`src/rtl/vga_pkg.sv`:
```
// Shared 640x480@60 timing constants and small helpers for the VGA frame driver.
package vga_pkg;

  localparam int VGA_CLK_DIV  = 2;
  localparam int VGA_H_ACTIVE = 640;
  localparam int VGA_H_FP     = 16;
  localparam int VGA_H_SYNC   = 96;
  localparam int VGA_H_BP     = 48;
  localparam int VGA_V_ACTIVE = 480;
  localparam int VGA_V_FP     = 10;
  localparam int VGA_V_SYNC   = 2;
  localparam int VGA_V_BP     = 33;

  localparam int VGA_H_TOTAL = VGA_H_ACTIVE + VGA_H_FP + VGA_H_SYNC + VGA_H_BP;
  localparam int VGA_V_TOTAL = VGA_V_ACTIVE + VGA_V_FP + VGA_V_SYNC + VGA_V_BP;

  // 4-bit-per-channel colour as held in the frame shadow
  typedef struct packed {
    logic [3:0] r;
    logic [3:0] g;
    logic [3:0] b;
  } rgb_t;

  // Counter width for a modulo-n counter; never narrower than one bit
  function automatic int cnt_width(input int n);
    return (n > 1) ? $clog2(n) : 1;
  endfunction

endpackage

```
`src/rtl/vga_frame_driver_if.sv`:
```
// Colour request in, VGA pins out. The register block is the master,
// the frame driver is the slave.
interface vga_frame_driver_if;

  logic [3:0] red_i;
  logic [3:0] green_i;
  logic [3:0] blue_i;
  logic       w_enable;
  logic       Hsync;
  logic       Vsync;
  logic [3:0] vgaRed;
  logic [3:0] vgaGreen;
  logic [3:0] vgaBlue;
  logic       frame_start;

  modport master (
    output red_i, green_i, blue_i, w_enable,
    input  Hsync, Vsync, vgaRed, vgaGreen, vgaBlue, frame_start
  );

  modport slave (
    input  red_i, green_i, blue_i, w_enable,
    output Hsync, Vsync, vgaRed, vgaGreen, vgaBlue, frame_start
  );

endinterface

```
`src/rtl/vga_sync_counter.sv`:
```
// Pixel-tick divider plus horizontal/vertical position counters.
// frame_wrap flags the tick on which both counters return to (0,0).
module vga_sync_counter
  import vga_pkg::*;
#(
  parameter int CLK_DIV = VGA_CLK_DIV,
  parameter int H_TOTAL = VGA_H_TOTAL,
  parameter int V_TOTAL = VGA_V_TOTAL,
  parameter int H_W     = cnt_width(H_TOTAL),
  parameter int V_W     = cnt_width(V_TOTAL)
) (
  input  logic           clk,
  input  logic           reset,
  output logic [H_W-1:0] h_cnt,
  output logic [V_W-1:0] v_cnt,
  output logic           pix_tick,
  output logic           frame_wrap
);

  localparam int DIV_W = cnt_width(CLK_DIV);

  localparam logic [DIV_W-1:0] DIV_LAST = DIV_W'(CLK_DIV - 1);
  localparam logic [H_W-1:0]   H_LAST   = H_W'(H_TOTAL - 1);
  localparam logic [V_W-1:0]   V_LAST   = V_W'(V_TOTAL - 1);

  logic [DIV_W-1:0] div;
  logic             h_last;
  logic             v_last;

  // With CLK_DIV=1 div is pinned at 0, so every clock is a tick
  assign pix_tick   = (div == DIV_LAST);
  assign h_last     = (h_cnt == H_LAST);
  assign v_last     = (v_cnt == V_LAST);
  assign frame_wrap = pix_tick && h_last && v_last;

  // Advance divider every clock and the raster position on each pixel tick
  // NOTE: state uses non-blocking assignments so every register samples the
  // pre-edge values of its neighbours, independent of statement order.
  always_ff @(posedge clk or posedge reset) begin
    if (reset) begin
      div   <= '0;
      h_cnt <= '0;
      v_cnt <= '0;
    end else begin
      div <= pix_tick ? '0 : div + 1'b1;
      if (pix_tick) begin
        if (h_last) begin
          h_cnt <= '0;
          v_cnt <= v_last ? '0 : v_cnt + 1'b1;
        end else begin
          h_cnt <= h_cnt + 1'b1;
        end
      end
    end
  end

endmodule

```
`src/rtl/vga_frame_driver.sv`:
```
// VGA frame driver: sync/blanking decode and per-frame colour shadow on top
// of the raster counters. All pins are registered and move only on pixel ticks.
module vga_frame_driver
  import vga_pkg::*;
#(
  parameter int CLK_DIV  = VGA_CLK_DIV,
  parameter int H_ACTIVE = VGA_H_ACTIVE,
  parameter int H_FP     = VGA_H_FP,
  parameter int H_SYNC   = VGA_H_SYNC,
  parameter int H_BP     = VGA_H_BP,
  parameter int V_ACTIVE = VGA_V_ACTIVE,
  parameter int V_FP     = VGA_V_FP,
  parameter int V_SYNC   = VGA_V_SYNC,
  parameter int V_BP     = VGA_V_BP
) (
  input logic                clk,
  input logic                reset,
  vga_frame_driver_if.slave  vga
);

  localparam int H_TOTAL = H_ACTIVE + H_FP + H_SYNC + H_BP;
  localparam int V_TOTAL = V_ACTIVE + V_FP + V_SYNC + V_BP;
  localparam int H_W     = cnt_width(H_TOTAL);
  localparam int V_W     = cnt_width(V_TOTAL);

  localparam logic [H_W-1:0] H_ACT_END = H_W'(H_ACTIVE);
  localparam logic [H_W-1:0] HS_BEG    = H_W'(H_ACTIVE + H_FP);
  localparam logic [H_W-1:0] HS_END    = H_W'(H_ACTIVE + H_FP + H_SYNC);
  localparam logic [V_W-1:0] V_ACT_END = V_W'(V_ACTIVE);
  localparam logic [V_W-1:0] VS_BEG    = V_W'(V_ACTIVE + V_FP);
  localparam logic [V_W-1:0] VS_END    = V_W'(V_ACTIVE + V_FP + V_SYNC);

  logic [H_W-1:0] h_cnt;
  logic [V_W-1:0] v_cnt;
  logic           pix_tick;
  logic           frame_wrap;

  rgb_t shadow_rgb;
  logic shadow_en;

  logic hsync_d, vsync_d;
  rgb_t rgb_d;

  logic hsync_q, vsync_q, frame_start_q;
  rgb_t rgb_q;

  vga_sync_counter #(
    .CLK_DIV (CLK_DIV),
    .H_TOTAL (H_TOTAL),
    .V_TOTAL (V_TOTAL),
    .H_W     (H_W),
    .V_W     (V_W)
  ) u_counter (
    .clk        (clk),
    .reset      (reset),
    .h_cnt      (h_cnt),
    .v_cnt      (v_cnt),
    .pix_tick   (pix_tick),
    .frame_wrap (frame_wrap)
  );

  // Decode sync pulses and visible colour for the current raster position
  // NOTE: every output gets a default first so no path leaves it unassigned,
  // which would otherwise infer a latch.
  always_comb begin
    hsync_d = 1'b1;
    vsync_d = 1'b1;
    rgb_d   = '0;
    if (h_cnt >= HS_BEG && h_cnt < HS_END) hsync_d = 1'b0;
    if (v_cnt >= VS_BEG && v_cnt < VS_END) vsync_d = 1'b0;
    if (h_cnt < H_ACT_END && v_cnt < V_ACT_END && shadow_en) rgb_d = shadow_rgb;
  end

  // Capture the requested colour once per frame, on the wrap to (0,0)
  // NOTE: the shadow is reset so the first frame after reset is defined black
  // rather than showing whatever the flops powered up with.
  always_ff @(posedge clk or posedge reset) begin
    if (reset) begin
      shadow_rgb <= '0;
      shadow_en  <= 1'b0;
    end else if (frame_wrap) begin
      shadow_rgb <= '{r: vga.red_i, g: vga.green_i, b: vga.blue_i};
      shadow_en  <= vga.w_enable;
    end
  end

  // Register pin values on each tick from the pre-increment position
  always_ff @(posedge clk or posedge reset) begin
    if (reset) begin
      hsync_q <= 1'b1;
      vsync_q <= 1'b1;
      rgb_q   <= '0;
    end else if (pix_tick) begin
      hsync_q <= hsync_d;
      vsync_q <= vsync_d;
      rgb_q   <= rgb_d;
    end
  end

  // One-clock frame marker following the tick that lands on (0,0)
  always_ff @(posedge clk or posedge reset) begin
    if (reset) frame_start_q <= 1'b0;
    else       frame_start_q <= frame_wrap;
  end

  assign vga.Hsync       = hsync_q;
  assign vga.Vsync       = vsync_q;
  assign vga.vgaRed      = rgb_q.r;
  assign vga.vgaGreen    = rgb_q.g;
  assign vga.vgaBlue     = rgb_q.b;
  assign vga.frame_start = frame_start_q;

endmodule

```
`src/flat_wrapper.sv`:
```
// flat-port wrapper written by rule: the top's interface ports become plain ports
module vga_frame_driver_flat import vga_pkg::*;
#(
  parameter int CLK_DIV  = VGA_CLK_DIV,
  parameter int H_ACTIVE = VGA_H_ACTIVE,
  parameter int H_FP     = VGA_H_FP,
  parameter int H_SYNC   = VGA_H_SYNC,
  parameter int H_BP     = VGA_H_BP,
  parameter int V_ACTIVE = VGA_V_ACTIVE,
  parameter int V_FP     = VGA_V_FP,
  parameter int V_SYNC   = VGA_V_SYNC,
  parameter int V_BP     = VGA_V_BP
)
  (clk, reset, vga_red_i, vga_green_i, vga_blue_i, vga_w_enable, vga_Hsync, vga_Vsync, vga_vgaRed, vga_vgaGreen, vga_vgaBlue, vga_frame_start);
  vga_frame_driver_if vga_i ();
  input logic clk;
  input logic reset;
  input wire logic [$bits(vga_i.red_i)-1:0] vga_red_i;
  input wire logic [$bits(vga_i.green_i)-1:0] vga_green_i;
  input wire logic [$bits(vga_i.blue_i)-1:0] vga_blue_i;
  input wire logic [$bits(vga_i.w_enable)-1:0] vga_w_enable;
  output wire logic [$bits(vga_i.Hsync)-1:0] vga_Hsync;
  output wire logic [$bits(vga_i.Vsync)-1:0] vga_Vsync;
  output wire logic [$bits(vga_i.vgaRed)-1:0] vga_vgaRed;
  output wire logic [$bits(vga_i.vgaGreen)-1:0] vga_vgaGreen;
  output wire logic [$bits(vga_i.vgaBlue)-1:0] vga_vgaBlue;
  output wire logic [$bits(vga_i.frame_start)-1:0] vga_frame_start;
  assign vga_i.red_i = vga_red_i;
  assign vga_i.green_i = vga_green_i;
  assign vga_i.blue_i = vga_blue_i;
  assign vga_i.w_enable = vga_w_enable;
  assign vga_Hsync = vga_i.Hsync;
  assign vga_Vsync = vga_i.Vsync;
  assign vga_vgaRed = vga_i.vgaRed;
  assign vga_vgaGreen = vga_i.vgaGreen;
  assign vga_vgaBlue = vga_i.vgaBlue;
  assign vga_frame_start = vga_i.frame_start;
  vga_frame_driver #(.CLK_DIV(CLK_DIV), .H_ACTIVE(H_ACTIVE), .H_FP(H_FP), .H_SYNC(H_SYNC), .H_BP(H_BP), .V_ACTIVE(V_ACTIVE), .V_FP(V_FP), .V_SYNC(V_SYNC), .V_BP(V_BP)) u_core (.clk(clk), .reset(reset), .vga(vga_i));
endmodule
```
`config.mk`:
```
export PLATFORM = sky130hd
export DESIGN_NAME = vga_frame_driver_flat
export DESIGN_NICKNAME = d
export VERILOG_FILES = /design/src/rtl/vga_pkg.sv /design/src/rtl/vga_frame_driver_if.sv /design/src/rtl/vga_sync_counter.sv /design/src/rtl/vga_frame_driver.sv /design/src/flat_wrapper.sv
export SDC_FILE = /design/constraint.sdc
export NUM_CORES = 1
export LEC_CHECK = 0
export BUFFER_PORTS_ARGS = -buffer_cell sky130_fd_sc_hd__buf_4
export CORE_ASPECT_RATIO = 1.25
export CORE_MARGIN = 2
export CORE_UTILIZATION = 50
export DETAILED_ROUTE_END_ITERATION = 16
export GPL_TIMING_DRIVEN = 0
export PLACE_DENSITY = 0.71
export SLEW_MARGIN = 20
export SYNTH_ARGS = -nofsm -noshare
export SYNTH_HDL_FRONTEND = slang
export SYNTH_SLANG_ARGS = --single-unit
```
`constraint.sdc`:
```
create_clock -name clk -period 2.5 [get_ports clk]
set_input_delay 0.125 -clock clk [delete_from_list [all_inputs] [get_ports clk]]
set_output_delay 0.125 -clock clk [all_outputs]
set_load 0.1 [all_outputs]
```
==> impl_results.md, run 1 <==
* Final min period at 2.08 ns
* TNS Setup at 0 ns
* Most frequent cells after synthesis: 47 x dfrtp_1, 14 x a22o_1, 10 x nor2_1
* Result of the run: finished clean
* Routed wire length at 4000 µm
* Final #Nets at 230
* Post-placement cell area at 2480 µm²
* Clk_skew at 0.00516 ns
* Largest net degree at the start of global routing at 37
* Final period util at 0.833
* Standard-cell rows at 26
* Crit-path slowest cell: dfrtp_1
* Worst slew pin tran at 0.501 ns
* Post-synth EDFFs at 0
* Crit path kind: reg2reg
* Hold Path Class: in2reg
* Post-synth cell types at 38
* Starting DRT DRC Count at 72
* Yosys Warn Count at 0
* DR DRC count at 0
* N_diodes at 0
* Worst path cell trace: ha_1 > and3_4 > and3_1 > buf_6 > and2_4 > buf_12 > buf_12 > mux2_4
* Vias/cell at 5.45
* Fmax at 480 MHz
* CTS tree: yes
* Antenna violations before repair at 0
* CP delay by family, top: simple AND/OR/NAND/NOR gates
* Syn_nets at 192
* Register bit count reported by yosys at 49
* Most frequent cell after synthesis: dfrtp_1
* Clock latency on the worst-skew pair at 0.29 ns
* Reg clk slew, reported paths at 0.09 ns
* Final setup violating endpoints at 0
* DR WL/cell at 14.9 µm
* Clk buf depth at 2
* Initial Util at 0.525
* Post-CTS Setup Inserts at 0
* DIE AREA at 4890 µm²
* H-tree Lvls at 2
* Slew HR at 0.666
* Fillers at 334
* Area growth syn-to-layout at 20.2%
* CP Max Fanout at 10
* CP arrival at 2.26 ns
* Primary FF master, synth: dfrtp_1
* Global route overflow at 0
* # resized after CTS at 0
* RSZ-0062 raised after global routing: false
* Ports at 30
* Sequential fraction of the synthesis area at 0.566
* Area of the mapped netlist at 2170 µm²
* Maximum vdd drop at 333 µV
* Synth async-reset ratio at 1.00
* Clock Sinks at 49
* Crit end category: flip-flop
* Area leader, netlist: dfrtp_1
* Die Ht at 77.6 µm
* Vias at 1461
* Final core occ at 0.631
* Drt first pass iters at 4
* Post-route cell area at 2610 µm²
* First-pass GRT wire length at 7120 µm
* Fraction of layout cells with a size suffix above 1 at 0.311
* Cells after synthesis at 173
* IO Port Bufs at 29
* ANT nets after route at 0
* Slew Viols, Final at 0
* Vias in the first global route at 1591
* Max Cap Violations at 0
* Total CTS buffers at 5
* Die W at 62.9 µm
* Core region area at 4130 µm²
* DP HPWL at 2990 µm
* Power density cells at 539 nW/µm²
* FF+latch area at 1230 µm²
* Post-synth top area share at 0.542
* LEAKAGE at 1.23 nW
* Startpoint types: flip-flop
* Main area contributors after synthesis: dfrtp_1 54%, a22o_1 5.7%, mux2_2 4.7%, mux2_4 4.2%, xnor2_1 3.6%
* CTS Root Cell: clkbuf_8
* Cell mode on critical path: buf_12
* GRT Total Usage at 0.184
* Crit-path max cell delay at 0.43 ns
* Fin. Hold Viols at 0
* Syn avg cell area at 12.5 µm²
* CP bufs+invs at 3
* GP Congestion at 0.841
* Multi-input logic area at 852 µm²
* WP data required at 2.68 ns
## report_power, final
part           leakage (nW)  switching, mW  total (mW)  internal [mW]
Combinational         0.508         0.0183      0.0365         0.0182
Clock                0.0574          0.252       0.577          0.325
Sequential            0.664              0       0.792          0.792
## layer usage
metal  track usage  share of wire
met5             0              0
met4        0.0489         0.0073
met3        0.0565          0.041
met2         0.324           0.53
met1         0.215           0.42
## stage by stage
step | power [mW] | hold WS [ns] | cells | setup slack (ns)
after floorplan | 0.820 | 0.273 | 173 | 0.559
after CTS | 1.43 | 0.0483 | 268 | 0.415
after detailed placement | 0.844 | 0.110 | 259 | 0.438
after global placement | 0.839 | 0.358 | 258 | 0.471
after global routing | 1.47 | 0.0372 | 268 | 0.334
final | 1.41 | 0.0589 | 268 | 0.418
## timing repair
item                       in CTS  in global routing
hold endpoints to repair       13                  0
hold buffers                    1                  0
setup endpoints to repair       0                  0
## cells by family (layout without fill, tap and decap cells)
kind of cell               count (synthesis)  in the layout  synth area share
AOI/OAI and AO/OA                         26             26            0.0871
xor gates and xnor gates                  11             11            0.0444
adders and majority gates                  4              4            0.0231
buffers and inverters                     13             52            0.0409
DFF                                       49             49             0.566
muxes                                     16             16            0.0929
and+or+nand+nor                           54             54             0.145
## placed cells by master (no fill, tap or decap), drive strengths merged
master and n:
nor2b 1, nor3 6, clkinvlp 1, o21a 1, buf 34, and2 1
o21ai 4, bufinv 1, o22ai 1, xor2 2, dlygate4sd3 1, dfrtp 47
nand4b 2, clkbuf 8, a22o 14, nand4 7, mux2i 1, ha 4
nand3 3, xnor2 9, inv 7, a21oi 5, or4 1, or3 2
and3 7, and4bb 1, nand3b 1, dfstp 2, and4 2, nor2 10
o31ai 1, nor4 1, nand2 9, mux2 15
## flip-flops by register name, summed over array words and instances, names as in the netlist
signal	count
u_core.vga.Hsync	1
u_core.vga.vgaGreen	4
u_core.u_counter.v_cnt	10
u_core.vga.frame_start	1
u_core.u_counter.pix_tick	1
u_core.vga.vgaRed	4
u_core.shadow_rgb	12
u_core.u_counter.h_cnt	10
u_core.vga.vgaBlue	4
u_core.vga.Vsync	1
u_core.shadow_en	1
## final timing paths
kind                            slack [ns]                               endpoint  depth (start not counted)                                   from
min in group asynchronous             0.34  u_core.u_counter.v_cnt[5]$_DFFE_PP0P_                          3                                  reset
max in group asynchronous             1.62           u_core.vga.Hsync$_DFFE_PP1P_                          4                                  reset
worst max register to register        0.42       u_core.shadow_rgb[8]$_DFFE_PP0P_                          8  u_core.u_counter.h_cnt[0]$_DFFE_PP0P_
worst max-delay path                  0.42       u_core.shadow_rgb[8]$_DFFE_PP0P_                          8  u_core.u_counter.h_cnt[0]$_DFFE_PP0P_
worst min register to register        0.50           u_core.vga.Hsync$_DFFE_PP1P_                          2           u_core.vga.Hsync$_DFFE_PP1P_
worst min-delay path                  0.06       u_core.shadow_rgb[3]$_DFFE_PP0P_                          2                          vga_blue_i[3]
## final cells by class
class                   instances  area share
clock inverters                 2      0.0144
plain buffers                   6      0.0240
inverters                       7      0.0101
flip-flops and latches         49       0.471
clock buffers                   6      0.0317
multi-input cells             111       0.327
well taps                      56      0.0269
repair buffers                 31      0.0950
Note: power is estimated with default switching activity, not from simulation.
==> inputs of run 2 (changes only) <==
Settings changed: ABC_AREA from default to 1, PLACE_DENSITY 0.71 to 0.7.
Clock period 2.5 ns to 2.2 ns, I/O delays scaled along.
==> run 2 against run 1 <==
Against the previous run: the flow now finishes with violations (negative hold slack); global-route usage up 3.0 points; clock skew up 0.0012 ns; die area up 7.9%; combinational power rose by 50%; core utilization up 0.94 points.
==> impl_results.md, run 2 <==
* Result of the run: finished, violations left
* Failing checks: negative hold slack
* Final #Nets at 356
* Syn avg cell area at 8.11 µm²
* Most frequent cell after synthesis: nand2_1
* Final min period at 1.66 ns
* Fillers at 407
* CTS Root Cell: clkbuf_8
* Final setup violating endpoints at 0
* ANT nets after route at 0
* GRT Total Usage at 0.213
* Clock latency on the worst-skew pair at 0.30 ns
* TNS Setup at 0 ns
* CTS tree: yes
* Area of the mapped netlist at 2350 µm²
* Total CTS buffers at 5
* Power density cells at 531 nW/µm²
* Commonest non-fill, non-tap cell in the layout: nand2_1
* Reg clk slew, reported paths at 0.10 ns
* Max Cap Violations at 0
* Cells after synthesis at 290
* Fin. Hold Viols at 1
* Final period util at 0.755
* IO Port Bufs at 29
* Clk_skew at 0.00638 ns
* DR WL/cell at 12.2 µm
* Worst slew pin tran at 0.446 ns
* Fmax at 602 MHz
* Maximum vdd drop at 328 µV
* Hold depth at 3
* Main area contributors after synthesis: dfrtp_1 50%, nand2_1 16%, nor2_1 4.6%, inv_1 4.5%, o21ai_0 4.0%
* Die Ht at 80.7 µm
* Crit path kind: reg2reg
* Vias in the first global route at 1885
* Primary FF master, synth: dfrtp_1
* Register bit count reported by yosys at 49
* First-pass GRT wire length at 8630 µm
* DR DRC count at 0
* Ports at 30
* Startpoint types: flip-flop
* Vias/cell at 4.93
* DP HPWL at 3410 µm
* Antenna violations before repair at 0
* Standard-cell rows at 27
* CP Max Fanout at 10
* Vias at 1951
* RSZ-0062 raised after global routing: false
* H-tree Lvls at 2
* Post-CTS Setup Inserts at 0
* Commonest cells after routing, fill and taps aside: 98 x nand2_1, 47 x dfrtp_1, 29 x nor2_1, 29 x buf_4, 27 x inv_1
* Yosys Warn Count at 0
* Clock Sinks at 49
* Post-synth EDFFs at 0
* GP Congestion at 0.828
* Largest regs: u_core.shadow_rgb x12, u_core.u_counter.h_cnt x10, u_core.u_counter.v_cnt x10
* Most frequent cells after synthesis: 98 x nand2_1, 47 x dfrtp_1, 29 x nor2_1
* Global route overflow at 0
* Initial Util at 0.527
* Largest net degree at the start of global routing at 34
* Slew Viols, Final at 0
* Area growth syn-to-layout at 21.5%
* Clk buf depth at 2
* Post-synth top area share at 0.500
* Max FFs per register at 12
* Drt first pass iters at 4
* Most flops, register: u_core.shadow_rgb
* LEAKAGE at 1.38 nW
* Die W at 65.3 µm
* CP arrival at 1.87 ns
* Syn_nets at 309
* Crit end category: flip-flop
* Post-synth cell types at 33
* Synth async-reset ratio at 1.00
* Slew HR at 0.700
* Routed wire length at 4830 µm
* Hold Path Class: in2reg
* DIE AREA at 5270 µm²
* WP data required at 2.41 ns
* Sequential fraction of the synthesis area at 0.523
* Fraction of layout cells with a size suffix above 1 at 0.186
* Starting DRT DRC Count at 99
* Core region area at 4460 µm²
* Worst Hold Slack at -0.000677 ns
* N_diodes at 0
* Worst r2r path cells at 10
* Area leader, netlist: dfrtp_1
run 2: worst max-delay path, cell delays in order, from the launching register on:
cell	delay (ns)
dfrtp_1	0.42
inv_1	0.11
ha_1	0.17
nand2_1	0.05
nor2_1	0.12
inv_1	0.06
nor2_2	0.14
nand3_2	0.14
buf_2	0.22
nand2_1	0.08
nand2_1	0.05
run 2: cells by family after synthesis:
group / share of synthesized area
flip-flops: 0.523
AND/OR/NAND/NOR: 0.311
buffers and inverters: 0.0702
adder cells (fa/ha/maj): 0.0213
XOR/XNOR: 0.0149
AO/OA/AOI/OAI: 0.0596
run 2: per-layer routing:
layer,vias to the layer above,routed length (µm),GRT usage,part of all wire
met1,903,2170,0.279,0.45
met3,8,168,0.0378,0.035
li1,997,-,-,-
met5,-,0,0,0
met2,43,2420,0.360,0.50
met4,0,68,0.0625,0.014
run 2: layout make-up:
type	instances	area, µm²	area share
clock buffers	5	68.8	0.0241
repair buffers	40	338	0.118
flip-flops and latches	49	1230	0.430
plain buffers	8	43.8	0.0153
inverters	32	121	0.0425
multi-input cells	201	957	0.335
well taps	58	72.6	0.0254
clock inverters	3	26.3	0.00920
run 2: where the power goes:
group,switching [mW],internal (mW),total [mW]
sequential,0,0.900,0.900
combinational,0.0241,0.0307,0.0548
clock,0.329,0.232,0.561
total,0.353,1.16,1.52
run 2: worst paths after layout:
check                      slack, ns                                    end                                   from
max in group asynchronous       1.29           u_core.vga.Hsync$_DFFE_PP1P_                                  reset
hold reg to reg                 0.48       u_core.shadow_rgb[4]$_DFFE_PP0P_       u_core.shadow_rgb[4]$_DFFE_PP0P_
min in group asynchronous       0.34  u_core.u_counter.v_cnt[9]$_DFFE_PP0P_                                  reset
hold / removal               -0.0007           u_core.shadow_en$_DFFE_PP0P_                           vga_w_enable
setup / recovery                0.54       u_core.shadow_rgb[2]$_DFFE_PP0P_  u_core.u_counter.v_cnt[1]$_DFFE_PP0P_
setup reg to reg                0.54       u_core.shadow_rgb[2]$_DFFE_PP0P_  u_core.u_counter.v_cnt[1]$_DFFE_PP0P_
run 2: through the flow:
step / power [mW] / cell area, µm² / std cells / setup WS (ns) / util
5_1_grt: 1.57 / 2860 / 396 / 0.362 / 0.641
4_1_cts: 1.53 / 2860 / 396 / 0.532 / 0.641
6_report: 1.52 / 2860 / 396 / 0.539 / 0.641
3_5_place_dp: 0.960 / 2660 / 378 / 0.554 / 0.597
3_3_place_gp: 0.955 / 2640 / 377 / 0.272 / 0.592
2_1_floorplan: 0.931 / 2350 / 290 / 0.766 / -
run 2: timing repair:
item,4_1_cts,5_1_grt
hold buffers,10,0
hold endpoints to repair,24,0
gates resized for setup,0,0
